### src/rtl/pmem_arbiter_if.sv
// Signal bundle between the I/D caches, the shared pmem port and pmem_arbiter.
// slave = the arbiter; master = the caches together with the pmem device.
interface pmem_arbiter_if #(
  parameter int unsigned ADDR_W = 16,
  parameter int unsigned LINE_W = 128
);
  logic              i_read;
  logic [ADDR_W-1:0] i_address;
  logic [LINE_W-1:0] i_rdata;
  logic              i_resp;

  logic              d_read;
  logic              d_write;
  logic [ADDR_W-1:0] d_address;
  logic [LINE_W-1:0] d_wdata;
  logic [LINE_W-1:0] d_rdata;
  logic              d_resp;

  logic              pmem_read;
  logic              pmem_write;
  logic [ADDR_W-1:0] pmem_address;
  logic [LINE_W-1:0] pmem_wdata;
  logic [LINE_W-1:0] pmem_rdata;
  logic              pmem_resp;

  modport slave (
    input  i_read, i_address,
    output i_rdata, i_resp,
    input  d_read, d_write, d_address, d_wdata,
    output d_rdata, d_resp,
    output pmem_read, pmem_write, pmem_address, pmem_wdata,
    input  pmem_rdata, pmem_resp
  );

  modport master (
    output i_read, i_address,
    input  i_rdata, i_resp,
    output d_read, d_write, d_address, d_wdata,
    input  d_rdata, d_resp,
    input  pmem_read, pmem_write, pmem_address, pmem_wdata,
    output pmem_rdata, pmem_resp
  );
endinterface

### src/rtl/pmem_arbiter.sv
// Arbitrates the single pmem port between I-cache fills and D-cache fills/writebacks.
// Optional ARB_STARVE_GUARD_EN lets I win after MAX_D_STREAK consecutive D grants.
module pmem_arbiter #(
  parameter int unsigned ADDR_W = 16,
  parameter int unsigned LINE_W = 128
`ifdef ARB_STARVE_GUARD_EN
  , parameter int unsigned MAX_D_STREAK = 4
`endif
) (
  input  logic          clk,
  input  logic          rst_n,
  pmem_arbiter_if.slave bus
);
  typedef enum logic [1:0] {
    IDLE    = 2'd0,
    SERVE_I = 2'd1,
    SERVE_D = 2'd2,
    DONE    = 2'd3
  } state_e;

  state_e            state_q, state_d;
  logic              pmem_read_q, pmem_read_d;
  logic              pmem_write_q, pmem_write_d;
  logic [ADDR_W-1:0] pmem_address_q, pmem_address_d;
  logic [LINE_W-1:0] pmem_wdata_q, pmem_wdata_d;
  logic              d_req;
  logic              i_wins;

  assign d_req = bus.d_read | bus.d_write;

`ifdef ARB_STARVE_GUARD_EN
  localparam int unsigned STREAK_W = 3;
  localparam logic [STREAK_W-1:0] STREAK_LIMIT = STREAK_W'(MAX_D_STREAK);
  localparam logic [STREAK_W-1:0] STREAK_SAT   = '1;

  logic [STREAK_W-1:0] streak_q, streak_d;

  assign i_wins = bus.i_read & (~d_req | (streak_q == STREAK_LIMIT));

  // Counts D grants made over a pending I request; any I grant or absent I request clears it.
  always_comb begin
    streak_d = streak_q;
    if (state_q == IDLE) begin
      if (!bus.i_read || i_wins) begin
        streak_d = '0;
      end else if (d_req && (streak_q != STREAK_SAT)) begin
        streak_d = streak_q + STREAK_W'(1);
      end
    end
  end
`else
  assign i_wins = bus.i_read & ~d_req;
`endif

  always_comb begin
    state_d        = state_q;
    pmem_read_d    = pmem_read_q;
    pmem_write_d   = pmem_write_q;
    pmem_address_d = pmem_address_q;
    pmem_wdata_d   = pmem_wdata_q;
    case (state_q)
      IDLE: begin
        if (i_wins) begin
          state_d        = SERVE_I;
          pmem_read_d    = 1'b1;
          pmem_address_d = bus.i_address;
        end else if (d_req) begin
          state_d        = SERVE_D;
          pmem_address_d = bus.d_address;
          // Read+write together is a writeback; the fill comes back as a later request.
          if (bus.d_write) begin
            pmem_write_d = 1'b1;
            pmem_wdata_d = bus.d_wdata;
          end else begin
            pmem_read_d  = 1'b1;
          end
        end
      end
      SERVE_I, SERVE_D: begin
        if (bus.pmem_resp) begin
          state_d      = DONE;
          pmem_read_d  = 1'b0;
          pmem_write_d = 1'b0;
        end
      end
      DONE:    state_d = IDLE;
      default: state_d = IDLE;
    endcase
  end

  always_ff @(posedge clk or negedge rst_n) begin
    if (!rst_n) begin
      state_q        <= IDLE;
      pmem_read_q    <= 1'b0;
      pmem_write_q   <= 1'b0;
      pmem_address_q <= '0;
      pmem_wdata_q   <= '0;
`ifdef ARB_STARVE_GUARD_EN
      streak_q       <= '0;
`endif
    end else begin
      state_q        <= state_d;
      pmem_read_q    <= pmem_read_d;
      pmem_write_q   <= pmem_write_d;
      pmem_address_q <= pmem_address_d;
      pmem_wdata_q   <= pmem_wdata_d;
`ifdef ARB_STARVE_GUARD_EN
      streak_q       <= streak_d;
`endif
    end
  end

  assign bus.pmem_read    = pmem_read_q;
  assign bus.pmem_write   = pmem_write_q;
  assign bus.pmem_address = pmem_address_q;
  assign bus.pmem_wdata   = pmem_wdata_q;

  // Completion is forwarded in the same cycle pmem answers, only to the side being served.
  assign bus.i_resp  = (state_q == SERVE_I) & bus.pmem_resp;
  assign bus.d_resp  = (state_q == SERVE_D) & bus.pmem_resp;
  assign bus.i_rdata = bus.pmem_rdata;
  assign bus.d_rdata = bus.pmem_rdata;
endmodule

### src/flat_wrapper.sv
// flat-port wrapper written by rule: the top's interface ports become plain ports
module pmem_arbiter_flat 
#(
  parameter int unsigned ADDR_W = 16,
  parameter int unsigned LINE_W = 128

)
  (clk, rst_n, bus_i_read, bus_i_address, bus_i_rdata, bus_i_resp, bus_d_read, bus_d_write, bus_d_address, bus_d_wdata, bus_d_rdata, bus_d_resp, bus_pmem_read, bus_pmem_write, bus_pmem_address, bus_pmem_wdata, bus_pmem_rdata, bus_pmem_resp);
  pmem_arbiter_if #(.ADDR_W(ADDR_W), .LINE_W(LINE_W)) bus_i ();
  input  logic clk;
  input  logic rst_n;
  input wire logic [$bits(bus_i.i_read)-1:0] bus_i_read;
  input wire logic [$bits(bus_i.i_address)-1:0] bus_i_address;
  output wire logic [$bits(bus_i.i_rdata)-1:0] bus_i_rdata;
  output wire logic [$bits(bus_i.i_resp)-1:0] bus_i_resp;
  input wire logic [$bits(bus_i.d_read)-1:0] bus_d_read;
  input wire logic [$bits(bus_i.d_write)-1:0] bus_d_write;
  input wire logic [$bits(bus_i.d_address)-1:0] bus_d_address;
  input wire logic [$bits(bus_i.d_wdata)-1:0] bus_d_wdata;
  output wire logic [$bits(bus_i.d_rdata)-1:0] bus_d_rdata;
  output wire logic [$bits(bus_i.d_resp)-1:0] bus_d_resp;
  output wire logic [$bits(bus_i.pmem_read)-1:0] bus_pmem_read;
  output wire logic [$bits(bus_i.pmem_write)-1:0] bus_pmem_write;
  output wire logic [$bits(bus_i.pmem_address)-1:0] bus_pmem_address;
  output wire logic [$bits(bus_i.pmem_wdata)-1:0] bus_pmem_wdata;
  input wire logic [$bits(bus_i.pmem_rdata)-1:0] bus_pmem_rdata;
  input wire logic [$bits(bus_i.pmem_resp)-1:0] bus_pmem_resp;
  assign bus_i.i_read = bus_i_read;
  assign bus_i.i_address = bus_i_address;
  assign bus_i_rdata = bus_i.i_rdata;
  assign bus_i_resp = bus_i.i_resp;
  assign bus_i.d_read = bus_d_read;
  assign bus_i.d_write = bus_d_write;
  assign bus_i.d_address = bus_d_address;
  assign bus_i.d_wdata = bus_d_wdata;
  assign bus_d_rdata = bus_i.d_rdata;
  assign bus_d_resp = bus_i.d_resp;
  assign bus_pmem_read = bus_i.pmem_read;
  assign bus_pmem_write = bus_i.pmem_write;
  assign bus_pmem_address = bus_i.pmem_address;
  assign bus_pmem_wdata = bus_i.pmem_wdata;
  assign bus_i.pmem_rdata = bus_pmem_rdata;
  assign bus_i.pmem_resp = bus_pmem_resp;
  pmem_arbiter #(.ADDR_W(ADDR_W), .LINE_W(LINE_W)) u_core (.clk(clk), .rst_n(rst_n), .bus(bus_i));
endmodule
### config.mk
export PLATFORM = sky130hd
export DESIGN_NAME = pmem_arbiter_flat
export DESIGN_NICKNAME = d
export VERILOG_FILES = /design/src/rtl/pmem_arbiter_if.sv /design/src/rtl/pmem_arbiter.sv /design/src/flat_wrapper.sv
export SDC_FILE = /design/constraint.sdc
export NUM_CORES = 1
export LEC_CHECK = 0
export CORE_AREA = 3 3 267 269
export CTS_CLUSTER_DIAMETER = 100
export CTS_CLUSTER_SIZE = 16
export DETAILED_ROUTE_END_ITERATION = 8
export DIE_AREA = 0 0 270 272
export PLACE_DENSITY = 0.46
export SYNTH_ARGS = -nofsm -noshare
export SYNTH_HDL_FRONTEND = slang
export SYNTH_SLANG_ARGS = --single-unit
### constraint.sdc
create_clock -name clk -period 2.8 [get_ports clk]
set_input_delay 0.56 -clock clk [delete_from_list [all_inputs] [get_ports clk]]
set_output_delay 0.56 -clock clk [all_outputs]
set_load 0.02 [all_outputs]
==> results of run 1 <==
cell families (layout without fill, tap and decap cells):
family                   count (synthesis)  count (layout)  synth area share (%)
buffers and inverters                  280             358                  26.8
AO/OA/AOI/OAI                           27              27                  2.51
adder cells (fa/ha/maj)                  4               4                 0.657
AND/OR/NAND/NOR                         39              39                  2.15
multiplexers                           130             130                  19.3
flip-flops                             148             148                  48.6
other                                    0               1                     0
how the worst max path moves through the flow:
stage / start / to / slack, ns / cells past startpoint
6_report: u_core.state_q[0] / bus_d_resp / 0.35 / 4
5_1_grt: u_core.state_q[0] / bus_d_resp / 0.26 / 4
4_1_cts: u_core.state_q[0] / bus_d_resp / 0.24 / 4
3_5_place_dp: bus_d_write / u_core.bus.pmem_address[11] / 0.23 / 4
3_3_place_gp: bus_d_write / u_core.bus.pmem_address[12] / 0.27 / 4
2_1_floorplan: bus_d_write / u_core.state_q[0] / 1.15 / 4
registers in the layout (all words and copies together) (netlist names):
register	count
u_core.bus.pmem_write	1
u_core.bus.pmem_address	16
u_core.bus.pmem_wdata	128
u_core.bus.pmem_read	1
u_core.state_q	2
routing by layer:
layer	global-route usage, %	vias up
li1	-	1950
met1	7.42	2178
met2	11.6	337
met3	4.99	135
met4	5.51	6
met5	0	-
per-stage QoR:
| step | util (%) | setup slack (ns) | cells | total power [mW] |
|---|---|---|---|---|
| 6_report | 15.4 | 0.351 | 1638 | 12.3 |
| 5_1_grt | 15.4 | 0.256 | 1637 | 13.1 |
| 4_1_cts | 15.4 | 0.244 | 1637 | 12.7 |
| 3_5_place_dp | 14.6 | 0.232 | 1604 | 10.0 |
| 3_3_place_gp | 14.6 | 0.270 | 1604 | 9.97 |
| 2_1_floorplan | - | 1.15 | 628 | 7.26 |
cells in the mapped netlist:
cell / instances
a31oi_1: 1
a21oi_1: 1
o41a_1: 1
mux2i_1: 1
o22ai_1: 18
o21ai_0: 2
and2_1: 2
nor2_1: 33
o31a_2: 1
o21ai_1: 1
buf_2: 16
ha_1: 4
inv_1: 5
o32a_4: 1
clkbuf_1: 2
mux2_4: 1
nand2_1: 2
mux2_2: 128
nand4bb_1: 1
buf_6: 1
dfrtp_1: 148
buf_4: 256
o2bb2ai_1: 1
or2_4: 1
power by group:
part | total (mW) | switching [mW] | internal (mW)
Combinational | 6.01 | 2.88 | 3.12
Clock | 2.47 | 1.17 | 1.30
Sequential | 3.85 | 0.610 | 3.24
Total | 12.3 | 4.67 | 7.66
layout make-up:
| class | instances | share of cell area, % |
|---|---|---|
| Antenna cell | 1 | 0.0235 |
| Clock buffer | 18 | 4.13 |
| Clock inverter | 14 | 1.52 |
| Inverter | 5 | 0.177 |
| Multi-Input combinational cell | 200 | 17.7 |
| Sequential cell | 148 | 34.8 |
| Tap cell | 931 | 11.0 |
| Timing Repair Buffer | 321 | 30.7 |
worst reg2reg max path, cell delays in order, from the launching register on:
cell and delay [ns]:
dfrtp_1 0.40, inv_1 0.09, ha_1 0.31, o21ai_1 0.67
o22ai_1 0.21, nor2_1 0.15
==> summary.txt, run 1 <==
Run status
  • Status: complete, no violations

Placement
  • Gpl congestion: 0.703
  • Hpwl dp: 21,400 um
  • Placed Area: 0.0100 sq mm
  • IO Port Bufs: 313

CTS
  • Clock Latency Late Sink: 0.47 ns
  • PostCTS Resize Cnt: 0
  • CTS H-tree depth: 4
  • Post-CTS repair timing setup buffer count: 0
  • Clock-pin slew on the worst setup and hold paths: 0.09 ns
  • CTS sink count: 148
  • Cts hold-fix bufs: 1
  • Clk root buf: clkbuf_16
  • TritonCTS clock tree: yes
  • Clock tree buffer depth: 2
  • CTS buffer count: 17

Synth
  • Post-Syn Instances: 628
  • Yosys cell types: 24
  • FF+latch count, synth: 148
  • Synthesized area: 0.00761 sq mm
  • Syn Nets: 926
  • Biggest area consumer among synthesized cells: dfrtp_1
  • Synthesis Warnings: 0
  • Synth area leaders: dfrtp_1 49%, buf_4 25%, mux2_2 19%
  • Avg Synthesized Cell Area: 12.1 sq um
  • Part of the Yosys area used for sequential elements: 48.6%
  • Synth top area share: 48.6%

Finish
  • Layout area overhead: 39.6%
  • Nets: 991
  • Fillers: 7,625
  • Commonest non-fill, non-tap cells in the layout: 312 x clkdlybuf4s50_1, 148 x dfrtp_1, 128 x mux2_2, 33 x nor2_1, 18 x o22ai_1
  • Most common cell after layout, fill and taps aside: clkdlybuf4s50_1
  • Area of the multi-input gates: 0.00188 sq mm
  • Final instance area: 0.0106 sq mm
  • Share of cells above drive strength 1: 24.5%
  • Reg area: 0.00370 sq mm

Drt
  • Via count: 4,606
  • Drt pass-1 iters: 6
  • Drc violations: 0
  • WL/cell: 17.0 um
  • Final antenna-violating net count: 0
  • Drt via density: 2.81
  • Max layer used: met5
  • Met2 routed WL: 12,700 um
  • Routed WL: 27,900 um
  • Initial detailed-routing violation count: 105
  • Met3 wire length: 3780 um
  • Met1 WL: 9620 um

Setup path
  • Slowest CP cell: clkdlybuf4s50_1
  • CP bufs+invs: 2
  • Worst setup path class: flop to output port
  • Top Family by Delay on Critical Path: buffers and inverters
  • Crit path DAT: 1.89 ns
  • Critical path, cell by cell: inv_1, ha_1, and2_1, clkdlybuf4s50_1
  • Reg2Reg Launch Point: u_core.state_q[0]
  • Critical Path RT: 2.24 ns
  • CP max FO: 3
  • Worst setup SP type: flop
  • R2R cell count: 5
  • FF-to-FF End: u_core.bus.pmem_address[0]
  • FF-to-FF setup slack: 0.89 ns
  • Setup crit end kind: output port
  • Largest stage delay, worst path: 0.60 ns

GRT
  • First-pass GRT wire length: 39,300 um
  • GRT Residual Overflow: 0
  • Initial antenna violation count: 7
  • Largest net degree at the start of global routing: 52
  • Vias in the first global route: 5,285
  • GRT Overall Usage: 7.59%

Timing
  • Final period utilization: 87.5%
  • Max-slew headroom: 20.8%
  • Final Hold Vio Count: 0
  • Hold Slack: 0.507 ns
  • Least-Margin Pin Slew: 1.18 ns
  • Fmax: 408 MHz
  • Final setup TNS: 0 ns
  • Fin crit period: 2.45 ns
  • Slew Limit Fails: 0
  • Final setup fails: 0
  • RSZ-0062 raised after global routing: no
  • Final Skew: 0.0255 ns

Pwr
  • Pwr Density: 1160 mW/mm^2
  • VDD IR max: 532 uV
  • LEAKAGE: 4.07 nW

Floorplanning
  • Die H: 272 um
  • Core footprint: 0.0688 sq mm
  • I/O pin cnt: 698
  • Row cnt: 96
  • Die area: 0.0734 sq mm
  • Initial Util: 11.1%
  • Die X: 270 um

Min path
  • Min-Delay Path Class: flop to flop
  • Hold endpoint: u_core.bus.pmem_wdata[78]
  • Start point of the worst hold path: u_core.bus.pmem_wdata[78]
  • WHS Path Cells: 1

Run
  • Max-Cap Viols: 0
(Power assumes the default switching activity.)
==> inputs of run 2 (changes only) <==
--- a/config.mk
+++ b/config.mk
@@ -5,6 +5,7 @@
 export SDC_FILE = /design/constraint.sdc
 export NUM_CORES = 1
 export LEC_CHECK = 0
+export ABC_AREA = 0
 export CORE_AREA = 3 3 267 269
 export CTS_CLUSTER_DIAMETER = 100
 export CTS_CLUSTER_SIZE = 16
==> results of run 2 <==
Final layout, timing and power as in run 1 (identical DEF).
==> inputs of run 3 (changes only) <==
--- a/config.mk
+++ b/config.mk
@@ -5,13 +5,11 @@
 export SDC_FILE = /design/constraint.sdc
 export NUM_CORES = 1
 export LEC_CHECK = 0
-export ABC_AREA = 0
 export CORE_AREA = 3 3 267 269
 export CTS_CLUSTER_DIAMETER = 100
 export CTS_CLUSTER_SIZE = 16
 export DETAILED_ROUTE_END_ITERATION = 8
 export DIE_AREA = 0 0 270 272
-export PLACE_DENSITY = 0.46
 export SYNTH_ARGS = -nofsm -noshare
 export SYNTH_HDL_FRONTEND = slang
 export SYNTH_SLANG_ARGS = --single-unit
==> summary.txt, run 3 (synthesis gave the netlist of run 1 again) <==
Run status
  • Status: complete, no violations

GRT
  • GRT Overall Usage: 7.02%
  • Vias in the first global route: 5,198
  • Largest net degree at the start of global routing: 58
  • GRT Residual Overflow: 0
  • First-pass GRT wire length: 36,400 um
  • Initial antenna violation count: 3

Drt
  • Drc violations: 0
  • Routed WL: 26,100 um
  • Drt via density: 2.81
  • Final antenna-violating net count: 0
  • Drt pass-1 iters: 4
  • Via count: 4,596
  • WL/cell: 15.9 um
  • Initial detailed-routing violation count: 104

Floorplanning
  • Initial Util: 11.1%
  • Die X: 270 um
  • Die area: 0.0734 sq mm
  • Core footprint: 0.0688 sq mm
  • Row cnt: 96
  • Die H: 272 um
  • I/O pin cnt: 698

Timing
  • Fmax: 411 MHz
  • Final Skew: 0.0184 ns
  • Final setup fails: 0
  • Final period utilization: 86.9%
  • RSZ-0062 raised after global routing: no
  • Final setup TNS: 0 ns
  • Least-Margin Pin Slew: 1.17 ns
  • Worst setup margin: 0.366 ns
  • Max-slew headroom: 21.3%
  • Fin crit period: 2.43 ns
  • Slew Limit Fails: 0
  • Final Hold Vio Count: 0

CTS
  • PostCTS Resize Cnt: 0
  • TritonCTS clock tree: yes
  • CTS H-tree depth: 4
  • Clock-pin slew on the worst setup and hold paths: 0.07 ns
  • Clk root buf: clkbuf_16
  • CTS sink count: 148
  • Clock tree buffer depth: 2
  • CTS buffer count: 17
  • Clock Latency Late Sink: 0.46 ns
  • Cts hold-fix bufs: 0
  • Post-CTS repair timing setup buffer count: 0

Pwr
  • VDD IR max: 561 uV
  • LEAKAGE: 4.05 nW
  • Pwr Density: 1150 mW/mm^2

Placement
  • Placed Area: 0.0100 sq mm
  • IO Port Bufs: 313
  • Pre-CTS WS: 0.215 ns
  • Hpwl dp: 20,000 um
  • Gpl congestion: 0.741

Setup path
  • CP bufs+invs: 2
  • Worst setup path class: input port to output port
  • Crit path DAT: 1.87 ns
  • Worst Setup SP: bus_pmem_resp
  • CP most frequent cell: clkdlybuf4s50_1
  • Top Family by Delay on Critical Path: buffers and inverters
  • Largest stage delay, worst path: 0.59 ns
  • Critical path, cell by cell: clkdlybuf4s50_1, and2_1, clkdlybuf4s50_1
  • Worst setup SP type: input port
  • Setup crit end kind: output port
  • CP max FO: 5
  • Reg2Reg Launch Point: u_core.state_q[0]
  • Critical Path RT: 2.24 ns
  • Slowest CP cell: clkdlybuf4s50_1

Finish
  • Layout area overhead: 39.0%
  • Max reg flops: 128
  • Ant diodes: 0
  • Most common cell after layout, fill and taps aside: clkdlybuf4s50_1
  • Final instance area: 0.0106 sq mm
  • Commonest non-fill, non-tap cells in the layout: 312 x clkdlybuf4s50_1, 148 x dfrtp_1, 128 x mux2_2, 33 x nor2_1, 18 x o22ai_1
  • Share of cells above drive strength 1: 24.5%
  • Nets: 992

Min path
  • Min-Delay Path Class: input port to async pin

Run
  • Max-Cap Viols: 0
[run 3: final timing paths]
path	endpoint	slack, ns	cells past startpoint
max in group asynchronous	u_core.bus.pmem_wdata[58]	2.03	2
min in group clk	u_core.bus.pmem_wdata[22]	0.50	1
max reg2reg	u_core.bus.pmem_wdata[18]	0.85	5
max	bus_i_resp	0.37	3
min reg2reg	u_core.bus.pmem_wdata[22]	0.50	1
min	u_core.bus.pmem_wdata[126]	0.05	1
[run 3: cell type report]
class / count / area [sq um]
clock buffers: 20 / 447
clock inverters: 12 / 121
fillers: 7617 / 58200
inverters: 5 / 18.8
multi-input cells: 200 / 1880
flip-flops and latches: 148 / 3700
well taps: 931 / 1160
repair buffers: 322 / 3250
[run 3: where the power goes]
group / switching (mW) / total, mW / internal, mW
clock network: 1.05 / 2.31 / 1.26
logic: 2.89 / 6.01 / 3.12
registers: 0.578 / 3.82 / 3.24
total: 4.52 / 12.1 / 7.63
[run 3: layer usage]
metal | wire, um | vias to the layer above | GRT usage [%]
met2 | 12500 | 348 | 11.4
met5 | 38 | - | 0
met4 | 1580 | 6 | 5.11
met3 | 3410 | 141 | 4.52
met1 | 8590 | 2153 | 6.35
li1 | - | 1948 | -
[run 3: metrics by stage]
| step | hold WS (ns) | power (mW) | util, % | std cells |
|---|---|---|---|---|
| after floorplan | 0.264 | 7.26 | - | 628 |
| after global placement | 0.487 | 9.91 | 14.6 | 1606 |
| after detailed placement | 0.492 | 10.0 | 14.6 | 1606 |
| after CTS | 0.00268 | 12.5 | 15.4 | 1638 |
| after global routing | 0.0289 | 12.9 | 15.4 | 1638 |
| final | 0.0474 | 12.1 | 15.4 | 1638 |
